## src/rtl/grf_wb_arbiter_pkg.sv

```systemverilog
// Shared definitions for the GRF write-port arbiter: field widths,
// the zero-register constant and the MDU result FIFO entry layout.
package grf_wb_arbiter_pkg;

  localparam int AW  = 5;
  localparam int DW  = 32;
  localparam int PCW = 32;

  localparam logic [AW-1:0] ZERO_REG = '0;

  typedef struct packed {
    logic [AW-1:0]  addr;
    logic [DW-1:0]  data;
    logic [PCW-1:0] pc;
  } fifo_entry_t;

endpackage

```

## src/rtl/grf_wb_fifo.sv

```systemverilog
// DEPTH-entry synchronous FIFO for queued MDU results.
// Pointers carry one extra wrap bit so full and empty are distinguishable.
// A push into an empty FIFO becomes visible at the head only on the next cycle.
module grf_wb_fifo
  import grf_wb_arbiter_pkg::*;
#(
  parameter int DEPTH = 2
) (
  input  logic        Clock,
  input  logic        Reset,
  input  logic        i_push,
  input  fifo_entry_t i_entry,
  input  logic        i_pop,
  output fifo_entry_t o_head,
  output logic        o_full,
  output logic        o_empty
);

  localparam int PW = $clog2(DEPTH);

  logic [PW:0] r_wr_ptr;
  logic [PW:0] r_rd_ptr;
  fifo_entry_t r_mem [DEPTH];

  logic w_do_push;
  logic w_do_pop;

  assign o_empty   = (r_wr_ptr == r_rd_ptr);
  assign o_full    = (r_wr_ptr[PW] != r_rd_ptr[PW]) &&
                     (r_wr_ptr[PW-1:0] == r_rd_ptr[PW-1:0]);
  assign w_do_push = i_push && !o_full;
  assign w_do_pop  = i_pop && !o_empty;
  assign o_head    = r_mem[r_rd_ptr[PW-1:0]];

  // Advance read/write pointers; reset empties the queue.
  always_ff @(posedge Clock) begin
    if (Reset) begin
      r_wr_ptr <= '0;
      r_rd_ptr <= '0;
    end else begin
      if (w_do_push) r_wr_ptr <= r_wr_ptr + (PW+1)'(1);
      if (w_do_pop)  r_rd_ptr <= r_rd_ptr + (PW+1)'(1);
    end
  end

  // Storage array; contents are don't-care while the slot is not valid.
  always_ff @(posedge Clock) begin
    if (w_do_push) r_mem[r_wr_ptr[PW-1:0]] <= i_entry;
  end

endmodule

```

## src/rtl/grf_wb_arbiter.sv

```systemverilog
// GRF write-port arbiter: pipeline writeback has priority, MDU results are
// queued and drained on idle write-port cycles. A per-register scoreboard
// tracks MDU destinations still in flight and drives the decode stall.
// Optional trace output is enabled by defining GRF_ARB_TRACE_EN.
module grf_wb_arbiter
  import grf_wb_arbiter_pkg::*;
#(
  parameter int DEPTH = 2,
  parameter int NREG  = 32
) (
  input  logic           Clock,
  input  logic           Reset,
  input  logic           wb_valid,
  input  logic [AW-1:0]  wb_addr,
  input  logic [DW-1:0]  wb_data,
  input  logic [PCW-1:0] wb_pc,
  input  logic           mdu_issue,
  input  logic [AW-1:0]  mdu_issue_addr,
  output logic           issue_ok,
  input  logic           mdu_valid,
  output logic           mdu_ready,
  input  logic [AW-1:0]  mdu_addr,
  input  logic [DW-1:0]  mdu_data,
  input  logic [PCW-1:0] mdu_pc,
  input  logic [AW-1:0]  dec_ra1,
  input  logic [AW-1:0]  dec_ra2,
  input  logic [AW-1:0]  dec_wa,
  output logic           stall,
  output logic           RegWrite,
  output logic [AW-1:0]  WA,
  output logic [DW-1:0]  WD,
  output logic [PCW-1:0] WPC
);

  localparam int CW = $clog2(DEPTH + 1);
  localparam logic [CW-1:0] DEPTH_C = CW'(DEPTH);

  logic [CW-1:0]   r_outstanding;
  logic [NREG-1:0] r_busy;

  logic            w_full;
  logic            w_empty;
  logic            w_push;
  logic            w_pop;
  logic            w_issue_acc;
  fifo_entry_t     w_head;
  fifo_entry_t     w_push_entry;
  logic [NREG-1:0] w_busy_next;

  assign issue_ok     = !r_busy[mdu_issue_addr] && (r_outstanding < DEPTH_C);
  assign w_issue_acc  = mdu_issue && issue_ok;
  assign mdu_ready    = !w_full;
  assign w_push       = mdu_valid && !w_full;
  assign w_pop        = !wb_valid && !w_empty;
  assign w_push_entry = '{addr: mdu_addr, data: mdu_data, pc: mdu_pc};

  // Register 0 is never marked busy, but the explicit guard keeps it obvious.
  assign stall = ((dec_ra1 != ZERO_REG) && r_busy[dec_ra1]) ||
                 ((dec_ra2 != ZERO_REG) && r_busy[dec_ra2]) ||
                 ((dec_wa  != ZERO_REG) && r_busy[dec_wa]);

  grf_wb_fifo #(
    .DEPTH (DEPTH)
  ) u_fifo (
    .Clock   (Clock),
    .Reset   (Reset),
    .i_push  (w_push),
    .i_entry (w_push_entry),
    .i_pop   (w_pop),
    .o_head  (w_head),
    .o_full  (w_full),
    .o_empty (w_empty)
  );

  // Scoreboard next-state: clear on pop first, then set on issue, so a
  // same-register clear/set pair leaves the bit set.
  always_comb begin
    w_busy_next = r_busy;
    if (w_pop) w_busy_next[w_head.addr] = 1'b0;
    if (w_issue_acc && (mdu_issue_addr != ZERO_REG))
      w_busy_next[mdu_issue_addr] = 1'b1;
  end

  // Scoreboard register.
  always_ff @(posedge Clock) begin
    if (Reset) r_busy <= '0;
    else       r_busy <= w_busy_next;
  end

  // Count MDU operations issued but not yet written back (includes $0).
  always_ff @(posedge Clock) begin
    if (Reset) begin
      r_outstanding <= '0;
    end else begin
      case ({w_issue_acc, w_pop})
        2'b10:   r_outstanding <= r_outstanding + CW'(1);
        2'b01:   if (r_outstanding != '0) r_outstanding <= r_outstanding - CW'(1);
        default: r_outstanding <= r_outstanding;
      endcase
    end
  end

  // Write-port select: writeback first, then FIFO head; idle holds fields.
  always_ff @(posedge Clock) begin
    if (Reset) begin
      RegWrite <= 1'b0;
      WA       <= '0;
      WD       <= '0;
      WPC      <= '0;
    end else if (wb_valid) begin
      RegWrite <= (wb_addr != ZERO_REG);
      WA       <= wb_addr;
      WD       <= wb_data;
      WPC      <= wb_pc;
    end else if (w_pop) begin
      RegWrite <= (w_head.addr != ZERO_REG);
      WA       <= w_head.addr;
      WD       <= w_head.data;
      WPC      <= w_head.pc;
    end else begin
      RegWrite <= 1'b0;
    end
  end

`ifdef GRF_ARB_TRACE_EN
  // Simulation trace of selected writes and protocol violations.
  always @(posedge Clock) begin
    if (!Reset) begin
      if (wb_valid && (wb_addr != ZERO_REG))
        $display("[%0t] WB  pc=%08h $%0d <= %08h", $time, wb_pc, wb_addr, wb_data);
      else if (w_pop && (w_head.addr != ZERO_REG))
        $display("[%0t] MDU pc=%08h $%0d <= %08h", $time, w_head.pc, w_head.addr, w_head.data);
      if (mdu_valid && w_full)
        $display("[%0t] ERROR: MDU push while result FIFO full", $time);
      if (mdu_issue && !issue_ok)
        $display("[%0t] ERROR: illegal MDU issue to $%0d", $time, mdu_issue_addr);
    end
  end
`endif

endmodule
```

## config.mk

```make
export PLATFORM = sky130hd
export DESIGN_NAME = grf_wb_arbiter
export DESIGN_NICKNAME = d
export VERILOG_FILES = /design/src/rtl/grf_wb_arbiter_pkg.sv /design/src/rtl/grf_wb_fifo.sv /design/src/rtl/grf_wb_arbiter.sv
export SDC_FILE = /design/constraint.sdc
export NUM_CORES = 1
export LEC_CHECK = 0
export BUFFER_PORTS_ARGS = -buffer_cell sky130_fd_sc_hd__buf_2
export CAP_MARGIN = 5
export CORE_ASPECT_RATIO = 1.25
export CORE_MARGIN = 2
export CORE_UTILIZATION = 45
export CTS_CLUSTER_DIAMETER = 120
export DETAILED_ROUTE_END_ITERATION = 10
export PLACE_DENSITY = 0.71
export SLEW_MARGIN = 20
export SYNTH_ARGS = -nofsm -noshare
export SYNTH_HDL_FRONTEND = slang
export SYNTH_SLANG_ARGS = --single-unit
export TNS_END_PERCENT = 1
```

## constraint.sdc

```tcl
create_clock -name Clock -period 4.2 [get_ports Clock]
set_clock_uncertainty 0.05 [all_clocks]
set_input_delay 0.84 -clock Clock [delete_from_list [all_inputs] [get_ports Clock]]
set_output_delay 0.84 -clock Clock [all_outputs]
set_load 0.02 [all_outputs]
```

Yosys cells after proc, flatten, opt, wreduce, memory -nomap -nowiden
Memories as Yosys holds them, arrays and structs flattened. A register that Yosys moved wholly into a read port is not among the register bits.
Index checks and enable logic that the tools add are counted.
- order comparisons: 8
- muxes and demuxes: 28
- bitwise gates (word level): 3
- multiply operators: 0
- shift operators: 0
- add/sub/neg operators: 4
- equality and inequality tests: 6
- divide/modulo/power cells: 0
- reduce and logical (&&, ||, !) cells: 29
- operator list (operator ; count):
    $mux W32 ; 6
    $and A32 B32 Y32 ; 1
    $not A32 Y32 ; 1
    $or A32 B32 Y32 ; 1
    $lt A5 B6 Y1 const B ; 5
    $reduce_bool A5 Y1 ; 6
    $bmux W1 S5 ; 4
    $logic_and A1 B1 Y1 ; 13
    $mux W1 ; 12
    $demux W1 S5 ; 2
    $ge A5 B1 Y1 const B ; 2
    $mux W5 ; 2
    $add A2 B1 Y2 const B ; 3
    $reduce_bool A2 Y1 ; 3
    $logic_not A1 Y1 ; 4
    $pmux W2 S2 ; 1
    $eq A2 B1 Y1 const B ; 1
    $eq A2 B2 Y1 ; 1
    $eq A2 B2 Y1 const B ; 1
    $logic_or A1 B1 Y1 ; 2
    $lt A2 B2 Y1 const B ; 1
    $mux W2 ; 1
    $ne A2 B2 Y1 const B ; 1
    $reduce_and A2 Y1 ; 1
    other kinds (3) ; 3
- bits in writable memories: 138
- ROM bits: 0
- register bits: 108
- output and inout bits: 73
- memories kept: 1
- latch bits: 0
- logic and storage cells: 87
- input bits: 163
- memories (memory ; words ; width ; rd ports ; clocked after memory_dff ; write ports ; RTL line ; RTL):
    u_fifo.r_mem ; 2 ; 69 ; 1 ; 1 ; 1 ; grf_wb_fifo.sv:23 ; fifo_entry_t r_mem [DEPTH];

Longest topological paths before layout
Gate-level depths: netlist of run 1.
- depth after elaboration: 9
- mapped depth: 9
- depth with buffers taken out: 6

Hierarchy
A second synthesis of run 1 with hierarchy kept.
- cells, all modules: 895
- area, all modules: 10895.4 um2
- modules (own cells, without submodules) (module ; area an instance (um2) ; cells an instance ; times used ; seq. area each (um2)):
    grf_wb_arbiter ; 5641.7 ; 647 ; 1 ; 2082.0
    grf_wb_fifo ; 5253.8 ; 248 ; 1 ; 4244.1

Worst setup path after synthesis of run 1
OpenSTA, ideal clock, no wires.
- kind: register to register
- start: register u_fifo.r_wr_ptr[1]
- end: memory u_fifo.r_mem[0][0] (netlist bit) (enable)
- library setup time: 496 ps
- arrival: 3838 ps
- required time: 3654 ps
- stages on the path, launching flop included: 5
- path slack: -185 ps
- clock period less this slack: 4385 ps
- path buffers: 0
- path through: dfxtp_1 xnor2_1 nand2b_1 nand2_1 nor2_1
- longest elaborated chain between the ends: 7
- ends and longest elaborated chain (element ; RTL line ; RTL):
    from (decl) ; grf_wb_fifo.sv:21 ; logic [PW:0] r_wr_ptr;
    from (signal assigned) ; grf_wb_fifo.sv:41 ; if (w_do_push) r_wr_ptr <= r_wr_ptr + (PW+1)'(1);
    $ne A1 B1 Y1 (*) ; grf_wb_fifo.sv:29 ; assign o_full = (r_wr_ptr[PW] != r_rd_ptr[PW]) &&
    $logic_and A1 B1 Y1 (*) ; grf_wb_fifo.sv:29 ;
    $logic_not A1 Y1 (*) ; -- ;
    via mdu_ready ; grf_wb_arbiter.sv:21 ; output logic mdu_ready,
    $logic_and A1 B1 Y1 ; grf_wb_arbiter.sv:53 ; assign w_push = mdu_valid && !w_full;
    $logic_and A1 B1 Y1 (*) ; grf_wb_fifo.sv:31 ; assign w_do_push = i_push && !o_full;
    $mux W1 (*) ; grf_wb_fifo.sv:48 ; if (w_do_push) r_mem[r_wr_ptr[PW-1:0]] <= i_entry;
    $mux W1 (not written as such) (*) ; grf_wb_fifo.sv:48 ;
    to (decl) ; grf_wb_fifo.sv:23 ;
Mark *: on every way through the listed nets, which the timed path passes. The rest lies on a longest branch.

Worst setup path after layout of run 1
- start: input port dec_wa[0]
- end: output port stall
- longest elaborated chain between the ends: 4
- elaborated cells on any way between the ends: 5
- classes of those cells: mux (2); reduce/logical (3)
- ends and longest elaborated chain (element ; RTL line ; RTL):
    from (decl) ; grf_wb_arbiter.sv:27 ; input logic [AW-1:0] dec_wa,
    $bmux W1 S5 ; grf_wb_arbiter.sv:60 ; ((dec_wa != ZERO_REG) && r_busy[dec_wa]);
    $mux W1 (not written as such) ; grf_wb_arbiter.sv:60 ;
    $logic_and A1 B1 Y1 (*) ; grf_wb_arbiter.sv:60 ;
    $logic_or A1 B1 Y1 (*) ; grf_wb_arbiter.sv:59 ; ((dec_ra2 != ZERO_REG) && r_busy[dec_ra2]) ||
    to (decl) ; grf_wb_arbiter.sv:28 ; output logic stall,
Every way passes the cells marked *; elsewhere a longest branch is shown, timed or not. The select of a mux whose other input is x is not followed.

==> impl_results.md, run 1 <==
* Setup bufs post-CTS at 0
* Area grow syn2layout at 19.86%
* Residual DRC count at 0
* Routed vias at 8057
* Synth cell types at 46
* EDFF count, synth at 138
* Maximum VDD drop at 0.4089 mV
* Initial antenna violation count at 11
* Final #Nets at 1274
* Setup crit end kind: output port
* Met3 Use GR at 4.031%
* # setup viols final at 0
* Final ANT Viol Nets at 0
* Synth Flop Type: edfxtp_1
* Required @ worst endpoint at 3.31 ns
* Slew HR at 30.38%
* Period utilization at 81.41%
* Final-report hold violation count at 0
* Most Crowded Layer GR: met2
* TritonCTS buffer count at 24
* Vias/cell at 5.630
* Max_cap viols at 0
* Initial DRC Count at 421
* GRT Residual Overflow at 0
* Chip width at 142.4 microns
* Hold WC Path Type: reg -> reg
* CTS Root Buffer Type: clkbuf_16
* Actual slew at the worst max-slew pin at 1.044 ns
* Gate Count Post-Synth at 913
* Cts hold-fix bufs at 0
* Setup TNS Final at 0 ns
* Post-synth top area cell: edfxtp_1
* Initial Util at 45.58%
* Setup CP Type: in -> out
* Leak at 4.851 nW
* Mapped Avg Cell Area at 11.81 sq um
* Max Clk Rate at 292.5 MHz
* Routing usage on met1 at 25.47%
* Core area at 0.02365 sq mm
* Die height at 177.0 microns
* RSZ-0062 raised after global routing: false
* Worst-path fanout max at 9
* Synth Warn # at 0
* Die area at 0.02522 sq mm
* Routed wire length at 26460 microns
* Fin area at 0.01292 sq mm
* Final Power at 7.673 mW
* Top post-synthesis cells by count: 160 x nor2_1, 138 x edfxtp_1, 109 x dfxtp_1
* Worst-path clk slew at 0.06 ns
* Pins Over Slew Limit at 0
* Sequential-to-total area share from yosys stat at 58.69%
* DP HPWL at 18180 microns
* Router iterations before antenna repair at 5
* CTS tree: done
* Hold slack at 0.4283 ns
* Count leader, synth: nor2_1
* PwrDens at 593.9 mW/mm^2
* Clk Latency, worst-skew pair at 0.51 ns
* Synthesis-stage register bit count at 247
* Top cells by area, synth: edfxtp_1 38%, dfxtp_1 20%, mux2i_1 7.0%, mux4_2 6.5%, nor2_1 5.6%
* Largest net degree at the start of global routing at 91
* PortBufs at 235
* Post-synthesis cell area at 0.01078 sq mm
* Top cell type's share of synthesized area at 38.44%
* IO Count at 236
* Post_cts resized at 0
* Layout cells sized above 1 at 29.32%
* Min Clock Period, post-route at 3.419 ns
* Longest Clk Path Bufs at 3
* H-tree depth at 1
* CTS Sinks at 247
* GR Util met2 at 35.53%
* Setup crit start kind: input pin
* Worst EP arrival at 2.53 ns
* Post-synth ARST share at 0%
* Outcome: complete, no violations
* Vias in the first global route at 7860
* Row count at 63
* Global Route Usage Sum at 20.73%
* First-pass GRT wire length at 41320 microns
* Post-Place Cell Area at 0.01212 sq mm
* Syn Nets at 1076
* Avg WL per Cell at 18.49 microns
* GP Congestion at 0.8907
## layout make-up
class | instances | area [sq um]
Timing Repair Buffer | 241 | 1239
Multi-Input combinational cell | 590 | 4155
Inverter | 7 | 26.28
Tap cell | 292 | 365.4
Antenna cell | 10 | 25.02
Clock buffer | 37 | 691.9
Clock inverter | 7 | 87.58
Sequential cell | 247 | 6330
Fill cell | 2049 | 10730
## registers in the layout, summed over array words and instances (netlist names), named ones only
name             flops
WD                  32
u_fifo.r_wr_ptr      2
RegWrite             1
u_fifo.r_mem       138
r_busy              32
u_fifo.r_rd_ptr      2
WA                   5
WPC                 32
r_outstanding        2
## critical path: stages
cell,delay (ns)
buf_2,0.23
mux4_2,0.53
mux4_2,0.48
mux2i_1,0.19
nand3_1,0.10
buf_2,0.16
## path summary, 6_finish.rpt
path / start / to / slack [ns] / cells past startpoint
worst min register to register: r_outstanding[0] / r_outstanding[0] / 0.43 / 1
worst max-delay path: dec_wa[0] / stall / 0.78 / 6
worst min-delay path: r_outstanding[0] / r_outstanding[0] / 0.43 / 1
worst max register to register: r_busy[23] / r_busy[10] / 1.61 / 6
## cell families (layout without fill, tap and decap cells)
logic type / count (synthesis) / in the layout / synth area share, %
XOR/XNOR: 7 / 7 / 0.5688
buffers and inverters: 76 / 292 / 2.948
AO/OA/AOI/OAI: 205 / 205 / 12.36
multiplexers: 112 / 112 / 14.24
other: 0 / 10 / 0
flip-flops: 247 / 247 / 58.69
AND/OR/NAND/NOR: 266 / 266 / 11.19
## layer usage
| layer | up-vias | wire, microns | part of all wire [%] |
|---|---|---|---|
| met5 | - | 27 | 0.10 |
| met4 | 4 | 983 | 3.7 |
| met3 | 75 | 1681 | 6.4 |
| met2 | 297 | 13530 | 51 |
| met1 | 3883 | 10240 | 39 |
| li1 | 3798 | - | - |
## through the flow
step / setup slack [ns] / util, % / instances
floorplan: 0.7154 / - / 913
global placement: 0.7626 / 51.23 / 1377
detailed placement: 0.7449 / 51.23 / 1377
CTS: 0.7445 / 54.53 / 1421
global route: 0.6616 / 54.61 / 1429
finish: 0.7809 / 54.63 / 1431
## cells in the final DEF (no fill, tap or decap), types with 8 or more instances in the layout
master | netlist | layout
clkbuf_1 | 59 | 11
o31ai_1 | 8 | 8
a21oi_1 | 78 | 78
dfxtp_1 | 109 | 108
buf_2 | 2 | 233
diode_2 | 0 | 10
nand3b_1 | 23 | 23
o21ai_0 | 17 | 17
mux2i_1 | 75 | 75
a211oi_1 | 70 | 70
nor2b_1 | 11 | 11
clkbuf_16 | 0 | 26
nor2_1 | 160 | 159
o21ai_2 | 15 | 15
edfxtp_1 | 138 | 138
mux4_2 | 31 | 31
nand2_1 | 43 | 42
## report_power, final
part / switching, mW / internal [mW]
clock: 0.868 / 1.26
combinational: 1.49 / 0.847
sequential: 0.236 / 2.97
No activity file was read; power rests on OpenSTA's default activity.
==> inputs of run 2 (changes only) <==
==> constraint.sdc (replaced) <==
create_clock -name Clock -period 3 [get_ports Clock]
set_clock_uncertainty 0.05 [all_clocks]
set_input_delay 0.6 -clock Clock [delete_from_list [all_inputs] [get_ports Clock]]
set_output_delay 0.6 -clock Clock [all_outputs]
set_load 0.02 [all_outputs]
==> impl_results.md, run 2 (synthesis gave the netlist of run 1 again) <==
* Setup crit end kind: output port
* Max_cap viols at 0 (unchanged)
* IO Count at 236 (unchanged)
* PortBufs at 235 (unchanged)
* Hold Path End: u_fifo.r_mem[1][59]
* Vias/cell at 5.613 (-0.31%)
* Flop pwr share at 41.5% (-0.3 points)
* Setup TNS Final at 0 ns (unchanged)
* Most common cell after layout, fill and taps aside: buf_2
* Leak at 4.883 nW (+0.66%)
* Reg2Reg Setup Slack at 0.51 ns (-1.10 ns)
* Period utilization at 98.31%
* Slowest cell on the critical path: mux4_2
* RSZ-0062 raised after global routing: false
* Initial Util at 45.58% (unchanged)
* Vias in the first global route at 7776 (-1.1%)
* Clock share of power at 26.5% (-1.2 points)
* Final ANT Viol Nets at 0 (unchanged)
* Initial DRC Count at 365 (-13%)
* Layout cells sized above 1 at 29.67% (+0.35 points)
* Combinational group share of total power at 31.9% (+1.5 points)
* Commonest cells after routing, fill and taps aside: 232 x buf_2, 159 x nor2_1, 138 x edfxtp_1
* PwrDens at 824.8 mW/mm^2 (+39%)
* P_sw at 3.653 mW (+41%)
* Residual DRC count at 0 (unchanged)
* First-pass GRT wire length at 40600 microns (-1.8%)
* Pins Over Slew Limit at 0 (unchanged)
* Non-filler instance count after layout at 1438 (+0.49%)
* Row count at 63 (unchanged)
* Final #Nets at 1283 (+0.71%)
* Setup CP Type: reg -> out
* Die area at 0.02522 sq mm (unchanged)
* Core area at 0.02365 sq mm (unchanged)
* Family with the most delay on the worst path: multiplexers
* CTS Sinks at 247 (unchanged)
* Reg2reg path depth at 6 (unchanged)
* CTS Root Buffer Type: clkbuf_16
* DP HPWL at 18700 microns (+2.8%)
* Setup crit start kind: register
* Longest Clk Path Bufs at 3 (unchanged)
* Required @ worst endpoint at 2.35 ns (-0.96 ns)
* Switch share at 34.13% (+0.34 points)
* H-tree depth at 1 (unchanged)
* Slew HR at 44.37% (+14 points)
* Final-report hold violation count at 0 (unchanged)
* Chip width at 142.4 microns (unchanged)
* Actual slew at the worst max-slew pin at 0.8281 ns (-0.2163 ns)
* Global Route Usage Sum at 20.65% (-0.086 points)
* Max stage delay on crit path at 0.49 ns (-0.04 ns)
* Worst-path fanout max at 5 (-4)
* Routed wire length at 26980 microns (+2.0%)
* Die height at 177.0 microns (unchanged)
* Critical-path cell list: mux4_2 > mux4_2 > mux2i_1 > nand3_1 > buf_2
* Hold Path Origin: mdu_data[27]
* GP Congestion at 0.9217 (+3.5%)
* Max Clk Rate at 339.1 MHz
* Hold WC Path Type: in -> reg
* CTS tree: done
* Router iterations before antenna repair at 5 (unchanged)
* Worst-path clk slew at 0.06 ns (about the same)
* Clk Latency, worst-skew pair at 0.51 ns (about the same)
* Outcome: complete, no violations
* Most frequent CP cell: mux4_2
* Avg WL per Cell at 18.76 microns (+1.5%)
* Reg2reg end: r_busy[10]
* Largest net degree at the start of global routing at 71 (-22%)
* Min Clock Period, post-route at 2.949 ns
* DP Cell Count at 1386 (+0.65%)
* Routed vias at 8071 (+0.17%)
* Area grow syn2layout at 20.38%
* Initial antenna violation count at 16 (+5)
* TritonCTS buffer count at 24 (unchanged)
* Hold Path Stages at 1 (unchanged)
* P_int at 7.050 mW (+39%)
* Maximum VDD drop at 0.7294 mV (+78%)
* GRT Residual Overflow at 0 (unchanged)
* Reg-to-Reg Start: r_busy[23]
* # setup viols final at 0 (unchanged)
* Max reg flops at 138 (unchanged)
* Worst EP arrival at 2.30 ns (-0.23 ns)
* Worst Path Buf+Inv at 1 (-1)
run 2: changes by cell type in the layout (fill, tap and decap cells not counted):
cell / before / now
clkinv_2: 3 / 2
clkbuf_16: 26 / 25
clkbuf_8: 0 / 1
buf_2: 233 / 232
clkinv_4: 1 / 0
clkbuf_1: 11 / 9
bufinv_16: 2 / 1
clkinv_1: 1 / 4
clkbuf_4: 0 / 1
buf_12: 1 / 4
buf_4: 7 / 13
run 2: worst max-delay path by stage:
stage | start | end | slack [ns] | depth (start not counted)
after floorplan | u_fifo.r_wr_ptr[1] | u_fifo.r_mem[1][0] | -0.06 | 3
after global placement | dec_wa[0] | stall | 0.08 | 6
final | r_busy[18] | stall | 0.05 | 5
after detailed placement | dec_wa[0] | stall | 0.04 | 6
after CTS | dec_wa[0] | stall | 0.04 | 6
after global routing | r_busy[20] | stall | 0.005 | 5
run 2: layout make-up:
| cell class | count | area [sq um] |
|---|---|---|
| tap | 292 | 365.4 |
| clock inverter | 7 | 55.05 |
| antenna | 10 | 25.02 |
| multi-input combinational | 590 | 4155 |
| inverter | 7 | 26.28 |
| sequential | 247 | 6330 |
| fill | 2029 | 10670 |
| clock buffer | 35 | 673.1 |
| timing repair buffer | 250 | 1346 |
run 2: routing by layer:
metal | track usage (%) | share of wire [%] | vias to the layer above
met4 | 10.44 | 4.3 | 10
met2 | 36.11 | 51 | 300
met5 | 0 | 0.25 | -
met1 | 23.97 | 38 | 3856
met3 | 4.275 | 6.7 | 77
li1 | - | - | 3828
run 2: what timing repair did:
action	in CTS	in global routing
gates resized for setup	0	1
setup buffers	0	0
hold buffers	0	0
endpoints found under the setup margin	0	1
run 2: worst register-to-register path, cell delays in order (launching register included):
cell	delay, ns
dfxtp_1	0.40
mux4_2	0.50
a41oi_1	0.27
and3_1	0.24
nand4b_4	0.13
or3b_1	0.62
o21ai_2	0.21
run 2: per-stage QoR:
stage | area [sq um] | hold slack (ns) | setup slack (ns) | total power [mW] | util, %
2_1_floorplan | 10790 | 0.3977 | -0.05876 | 6.942 | -
3_3_place_gp | 12220 | 0.4119 | 0.07854 | 7.876 | 51.68
3_5_place_dp | 12220 | 0.4274 | 0.03539 | 7.948 | 51.68
4_1_cts | 12950 | 0.2052 | 0.03561 | 10.79 | 54.76
5_1_grt | 12970 | 0.2119 | 0.004541 | 11.30 | 54.85
6_report | 12980 | 0.2244 | 0.05066 | 10.70 | 54.87
run 2: power by group through the flow:
stage	combinational [mW]	sequential [mW]	clock (mW)
2_1_floorplan	2.26	4.69	0
3_3_place_gp	3.38	4.50	0
3_5_place_dp	3.43	4.52	0
4_1_cts	3.45	4.45	2.90
5_1_grt	3.78	4.50	3.02
6_report	3.42	4.44	2.84
